### src/rtl/prescale_ctrl_if.sv
// Register-side and bit-timing-side signals of the time-quantum prescaler.
// The master drives the controls; the slave (the prescaler) returns status.
interface prescale_ctrl_if;
    logic        en;
    logic        cpu_wr;
    logic [15:0] cpu_data;
    logic        sync_req;
    logic        bus_idle;
    logic        tq_en;
    logic [15:0] presc_act;
    logic        upd_pending;
    logic        upd_done;

    modport master (
        output en, cpu_wr, cpu_data, sync_req, bus_idle,
        input  tq_en, presc_act, upd_pending, upd_done
    );

    modport slave (
        input  en, cpu_wr, cpu_data, sync_req, bus_idle,
        output tq_en, presc_act, upd_pending, upd_done
    );
endinterface

### src/rtl/prescale_ctrl.sv
// Baud-rate prescaler controller: generates the CAN time-quantum enable and
// commits CPU-written divisors only at idle-bus quantum boundaries.
module prescale_ctrl (
    input  logic           clk,
    input  logic           rst,
    prescale_ctrl_if.slave bus
);
    typedef enum logic [1:0] {
        STOP = 2'd0,
        RUN  = 2'd1,
        PEND = 2'd2
    } state_t;

    state_t     state_reg, state_next;
    logic [7:0] act_reg, act_next;
    logic [7:0] shadow_reg, shadow_next;
    logic [7:0] cnt_reg, cnt_next;
    logic       tq_en_reg, tq_en_next;
    logic       upd_done_reg, upd_done_next;
    logic       upd_pending_int;

    logic [7:0] wr_data;
    logic       unused_data_hi;
    logic       running;
    logic       wrap;
    logic       commit;

    assign wr_data        = bus.cpu_data[7:0];
    assign unused_data_hi = ^bus.cpu_data[15:8];
    assign running        = (state_reg == RUN) || (state_reg == PEND);

    // A hard sync in the wrap cycle suppresses both the pulse and any commit.
    assign wrap   = running && bus.en && !bus.sync_req && (cnt_reg == act_reg);
    assign commit = (state_reg == PEND) && wrap && bus.bus_idle;

    always_ff @(posedge clk) begin
        if (!rst) begin
            state_reg    <= STOP;
            act_reg      <= 8'd0;
            shadow_reg   <= 8'd0;
            cnt_reg      <= 8'd0;
            tq_en_reg    <= 1'b0;
            upd_done_reg <= 1'b0;
        end else begin
            state_reg    <= state_next;
            act_reg      <= act_next;
            shadow_reg   <= shadow_next;
            cnt_reg      <= cnt_next;
            tq_en_reg    <= tq_en_next;
            upd_done_reg <= upd_done_next;
        end
    end

    always_comb begin
        state_next = state_reg;
        case (state_reg)
            STOP: begin
                if (bus.en) begin
                    state_next = RUN;
                end
            end
            RUN: begin
                if (!bus.en) begin
                    state_next = STOP;
                end else if (bus.cpu_wr) begin
                    state_next = PEND;
                end
            end
            PEND: begin
                // A write landing on the commit cycle refills the shadow, so stay pending.
                if (!bus.en) begin
                    state_next = STOP;
                end else if (commit && !bus.cpu_wr) begin
                    state_next = RUN;
                end
            end
            default: state_next = STOP;
        endcase
    end

    always_comb begin
        act_next        = act_reg;
        shadow_next     = shadow_reg;
        cnt_next        = cnt_reg;
        tq_en_next      = 1'b0;
        upd_done_next   = 1'b0;
        upd_pending_int = (state_reg == PEND);

        case (state_reg)
            STOP: begin
                cnt_next = 8'd0;
                if (bus.cpu_wr) begin
                    act_next      = wr_data;
                    upd_done_next = 1'b1;
                end
            end
            RUN, PEND: begin
                if (!bus.en) begin
                    // Stopping flushes the divisor: a concurrent write is newest, else the shadow.
                    cnt_next = 8'd0;
                    if (bus.cpu_wr) begin
                        act_next      = wr_data;
                        upd_done_next = 1'b1;
                    end else if (state_reg == PEND) begin
                        act_next      = shadow_reg;
                        upd_done_next = 1'b1;
                    end
                end else begin
                    if (bus.sync_req) begin
                        cnt_next = 8'd0;
                    end else if (wrap) begin
                        cnt_next   = 8'd0;
                        tq_en_next = 1'b1;
                    end else begin
                        cnt_next = cnt_reg + 8'd1;
                    end
                    if (commit) begin
                        act_next      = shadow_reg;
                        upd_done_next = 1'b1;
                    end
                    if (bus.cpu_wr) begin
                        shadow_next = wr_data;
                    end
                end
            end
            default: begin
                cnt_next = 8'd0;
            end
        endcase
    end

    assign bus.tq_en       = tq_en_reg;
    assign bus.upd_done    = upd_done_reg;
    assign bus.presc_act   = {8'd0, act_reg};
    assign bus.upd_pending = upd_pending_int;
endmodule

### src/flat_wrapper.sv
// flat-port wrapper written by rule: the top's interface ports become plain ports
module prescale_ctrl_flat 
  (clk, rst, bus_en, bus_cpu_wr, bus_cpu_data, bus_sync_req, bus_bus_idle, bus_tq_en, bus_presc_act, bus_upd_pending, bus_upd_done);
  prescale_ctrl_if bus_i ();
  input  logic clk;
  input  logic rst;
  input wire logic [$bits(bus_i.en)-1:0] bus_en;
  input wire logic [$bits(bus_i.cpu_wr)-1:0] bus_cpu_wr;
  input wire logic [$bits(bus_i.cpu_data)-1:0] bus_cpu_data;
  input wire logic [$bits(bus_i.sync_req)-1:0] bus_sync_req;
  input wire logic [$bits(bus_i.bus_idle)-1:0] bus_bus_idle;
  output wire logic [$bits(bus_i.tq_en)-1:0] bus_tq_en;
  output wire logic [$bits(bus_i.presc_act)-1:0] bus_presc_act;
  output wire logic [$bits(bus_i.upd_pending)-1:0] bus_upd_pending;
  output wire logic [$bits(bus_i.upd_done)-1:0] bus_upd_done;
  assign bus_i.en = bus_en;
  assign bus_i.cpu_wr = bus_cpu_wr;
  assign bus_i.cpu_data = bus_cpu_data;
  assign bus_i.sync_req = bus_sync_req;
  assign bus_i.bus_idle = bus_bus_idle;
  assign bus_tq_en = bus_i.tq_en;
  assign bus_presc_act = bus_i.presc_act;
  assign bus_upd_pending = bus_i.upd_pending;
  assign bus_upd_done = bus_i.upd_done;
  prescale_ctrl u_core (.clk(clk), .rst(rst), .bus(bus_i));
endmodule
### config.mk
export PLATFORM = sky130hd
export DESIGN_NAME = prescale_ctrl_flat
export DESIGN_NICKNAME = d
export VERILOG_FILES = /design/src/rtl/prescale_ctrl_if.sv /design/src/rtl/prescale_ctrl.sv /design/src/flat_wrapper.sv
export SDC_FILE = /design/constraint.sdc
export NUM_CORES = 1
export LEC_CHECK = 0
export ABC_AREA = 0
export CAP_MARGIN = 20
export CORE_ASPECT_RATIO = 0.75
export CORE_MARGIN = 5
export CORE_UTILIZATION = 43
export DETAILED_ROUTE_END_ITERATION = 12
export PLACE_DENSITY = 0.75
export SYNTH_ARGS = -nofsm -noshare
export SYNTH_HDL_FRONTEND = slang
export SYNTH_SLANG_ARGS = --single-unit
### constraint.sdc
create_clock -name clk -period 1.98 [get_ports clk]
set_clock_uncertainty 0.2 [all_clocks]
set_input_delay 0.198 -clock clk [delete_from_list [all_inputs] [get_ports clk]]
set_output_delay 0.198 -clock clk [all_outputs]
set_load 0.02 [all_outputs]
==> results_tabular.tex <==
\begin{tabular}{lr}
\hline
Metric & Value \\
\hline
\multicolumn{2}{l}{\textbf{Status}} \\
\quad Status & complete, no violations \\
\multicolumn{2}{l}{\textbf{Synthesis}} \\
\quad Number of distinct library cells after synthesis & 40 \\
\quad Count of synthesis-stage warnings from yosys & 0 \\
\quad Post-synthesis average cell area & approximately 9.9 um\^{}2 \\
\quad Synthesized instance count & 154 \\
\quad Netlist area before placement & between 0.0015 and 0.002 mm\^{}2 \\
\quad Area share of the largest cell type after synthesis & 36.8\% \\
\quad Number of synthesized register bits & 28 \\
\quad Biggest area contributors in the synthesized netlist & dfxtp\_1, mux2i\_1, o311a\_1 \\
\quad Primary flip-flop cell chosen by synthesis mapping & dfxtp\_1 \\
\quad Post-synth EDFFs & 0 \\
\quad Proportion of register bits with asynchronous set or reset after synthesis & 0\% \\
\quad Sequential element share of the synthesized area & 36.8\% \\
\quad Top cell type by total area after synthesis & dfxtp\_1 \\
\multicolumn{2}{l}{\textbf{Floorplanning}} \\
\quad Chip height & between 60 and 70 um \\
\quad Floorplan row count & 18 \\
\quad \# IOs & 41 \\
\quad Core Box Area & 0.00336 mm\^{}2 \\
\quad Area of the die & just under 0.005 mm\^{}2 \\
\quad Starting density of the core & 45.5\% \\
\quad DIE WIDTH & 78.8 um \\
\multicolumn{2}{l}{\textbf{Global route}} \\
\quad Overflow left after global routing & 0 \\
\quad Overall global routing resource usage & a little over an eighth \\
\quad Most Crowded Layer GR & met2 \\
\quad GR Layer Usage met1 & 18.0\% \\
\quad Initial antenna violation count & 0 \\
\quad Wire length of the first global-routing pass & 5.26 mm \\
\quad Via count of the first global-routing pass & 1131 \\
\quad Met3 track demand over resource & 4.09\% \\
\quad M2 GR Usage & a little under a quarter \\
\quad Pin count of the biggest net entering global routing & 17 \\
\multicolumn{2}{l}{\textbf{Detailed routing}} \\
\quad Total via count after detailed routing & 1223 \\
\quad Number of detailed-routing iterations run before antenna repair & 4 \\
\quad Detail-routed net length per standard cell & 14.0 um \\
\quad Total wirelength of the detailed-routed design & 3.35 mm \\
\quad First-iteration detailed-routing DRC count & 56 \\
\quad Post-detailed-route DRC marker count & 0 \\
\quad Avg Vias per Cell & 5.12 \\
\quad Number of nets with antenna violations after routing & 0 \\
\multicolumn{2}{l}{\textbf{Pwr}} \\
\quad Power density normalized to cell area & 1020 mW/mm\^{}2 \\
\quad Peak supply drop & 602 uV \\
\quad Power, Total & around 2.1 mW \\
\quad Leakage component of the power & 0.906 nW \\
\multicolumn{2}{l}{\textbf{Cells and area}} \\
\quad Signed area change from the synthesized netlist to the final layout & 36.0\% \\
\quad Share of layout cells above drive strength 1 & between 20\% and 30\% \\
\quad Final design area excluding fillers & 0.00207 mm\^{}2 \\
\quad Commonest cells after routing, fill and taps aside & dfxtp\_1, clkdlybuf4s50\_1, buf\_4 \\
\quad Final standard cell utilization of the core & 61.8\% \\
\quad Leading cell type in the layout, fill and taps excluded & dfxtp\_1 \\
\quad Net count reported at finish & 227 \\
\quad Antenna diode instance count & 0 \\
\multicolumn{2}{l}{\textbf{Timing}} \\
\quad Period Utilization, post-route & approximately 100\% \\
\quad Final count of pins violating max slew & 0 \\
\quad Final setup viols & 0 \\
\quad Fmax & 506 MHz \\
\quad RSZ-0062 raised after global routing & true \\
\quad Min Clock Period, post-route & 1.98 ns \\
\quad Count of final hold-check violations & 0 \\
\quad Fin Setup TNS & 0 ns \\
\multicolumn{2}{l}{\textbf{Hold path}} \\
\quad Worst hold stages & 2 \\
\quad Min-Delay Path Class & reg2reg \\
\quad Endpoint, Worst Hold & u\_core.shadow\_reg[7] \\
\quad Worst min-delay path startpoint & u\_core.shadow\_reg[7] \\
\multicolumn{2}{l}{\textbf{Worst setup path}} \\
\quad Startpoint type of the worst setup path & register \\
\quad Cell chain of the critical path & inv\_2, ha\_4, inv\_1, o21ai\_2, a221oi\_4, buf\_4, buf\_4, o311a\_1 \\
\quad Slowest library cell on the worst path & dfxtp\_2 \\
\quad Kind of capture point of the worst setup path & register \\
\quad Data arrival time of the critical path & 1.94 ns \\
\quad Critical R2R Launch & u\_core.state\_reg[0] \\
\quad WP data required & 1.95 ns \\
\quad Maximum fanout encountered on the critical timing path & 11 \\
\quad FF-to-FF End & u\_core.act\_reg[6] \\
\quad Type of the worst setup path & reg2reg \\
\quad Peak per-stage delay on the critical path & 0.34 ns \\
\quad R2R depth & 8 \\
\quad Worst reg-to-reg setup slack & 0.004 ns \\
\quad Cell seen most often among critical-path stages & buf\_4 \\
\multicolumn{2}{l}{\textbf{Clock network}} \\
\quad Inserted Clock Buffers & 3 \\
\quad Clock insertion delay at the later pin of the skew report & 0.27 ns \\
\quad CTS tree & yes \\
\quad Worst-path clk slew & 0.10 ns \\
\quad Cell at the root of the clock tree & clkbuf\_8 \\
\quad Count of clock tree sinks & 28 \\
\quad Number of H-tree levels & 1 \\
\quad Clock Path Buffers & 2 \\
\multicolumn{2}{l}{\textbf{Placement}} \\
\quad Detailed-placement wirelength estimate & 2.56 mm \\
\quad GPL Wtd Cong & 0.792 \\
\quad Count of buffers from port buffering & 24 \\
\quad Post-place instance area & roughly 0.0019 mm\^{}2 \\
\multicolumn{2}{l}{\textbf{Run}} \\
\quad MaxCap Viol Count & 0 \\
\hline
\end{tabular}
[timing repair]
item                                    4_1_cts  5_1_grt
pin swaps                                     1        2
resized for setup                             3        5
hold buffers                                  0        0
buffers inserted                              0        3
endpoints found under the setup margin       10        9
[layer usage]
metal / share of wire (%) / routed length (um)
met1: 45 / 1520
met3: 6.1 / 204
met4: 0.24 / 8
met2: 48 / 1620
met5: 0 / 0
[kinds of logic after synthesis]
family          Yosys count  synth area share (%)
simple gates             37                  15.0
compound gates           31                  16.2
flops                    28                  36.8
buf+inv                  20                  7.79
mux                      18                  11.9
xor+xnor                 14                  8.04
fa+ha+maj                 5                  4.10
other cells               1                 0.246
[layout make-up]
cell class	instances	area [um^2]
Clock buffer	3	41.3
Clock inverter	1	30.0
Sequential cell	28	563
Timing Repair Buffer	48	444
Inverter	6	22.5
Multi-Input combinational cell	113	923
Tap cell	40	50.0
Fill cell	255	1280
[where the power goes]
part           internal, mW  total (mW)  switching, mW
Sequential            0.643       0.714         0.0703
Clock                 0.271       0.448          0.177
Combinational         0.496       0.964          0.468
[how the worst max path moves through the flow]
stage / cells after the start / startpoint / end
final: 8 / u_core.state_reg[0] / u_core.act_reg[6]
after global placement: 7 / bus_en / u_core.act_reg[7]
after detailed placement: 7 / bus_en / u_core.act_reg[7]
after floorplan: 9 / u_core.state_reg[0] / u_core.act_reg[5]
after CTS: 7 / u_core.state_reg[0] / u_core.act_reg[6]
after global routing: 7 / u_core.state_reg[0] / u_core.state_reg[0]
[synthesized netlist by cell type, types with 2 or more instances]
cell,count
a21oi_1,2
inv_1,6
ha_1,5
nand3_1,7
xor2_1,5
clkbuf_1,2
dfxtp_1,28
nor2_1,10
mux2i_1,17
nor2b_1,8
buf_2,2
o311a_1,8
o21ai_0,8
and3_1,2
buf_4,9
o21ai_1,3
xnor2_1,9
[through the flow]
step                worst slack, ns  cells  hold slack (ns)
CTS                         -0.0131    236            0.333
global placement            -0.0326    232            0.299
floorplan                   -0.0506    161            0.163
detailed placement          -0.0856    232            0.312
global route                -0.0974    239            0.369
finish                      0.00376    239            0.334
[critical path, delay by kind of cell, from the launching register on]
family                     cells  cell delay, ns
buffers and inverters          4            0.44
DFF                            1            0.34
adders and majority gates      1            0.28
AOI/OAI and AO/OA              3            0.60
No activity file was read; power rests on OpenSTA's default activity.
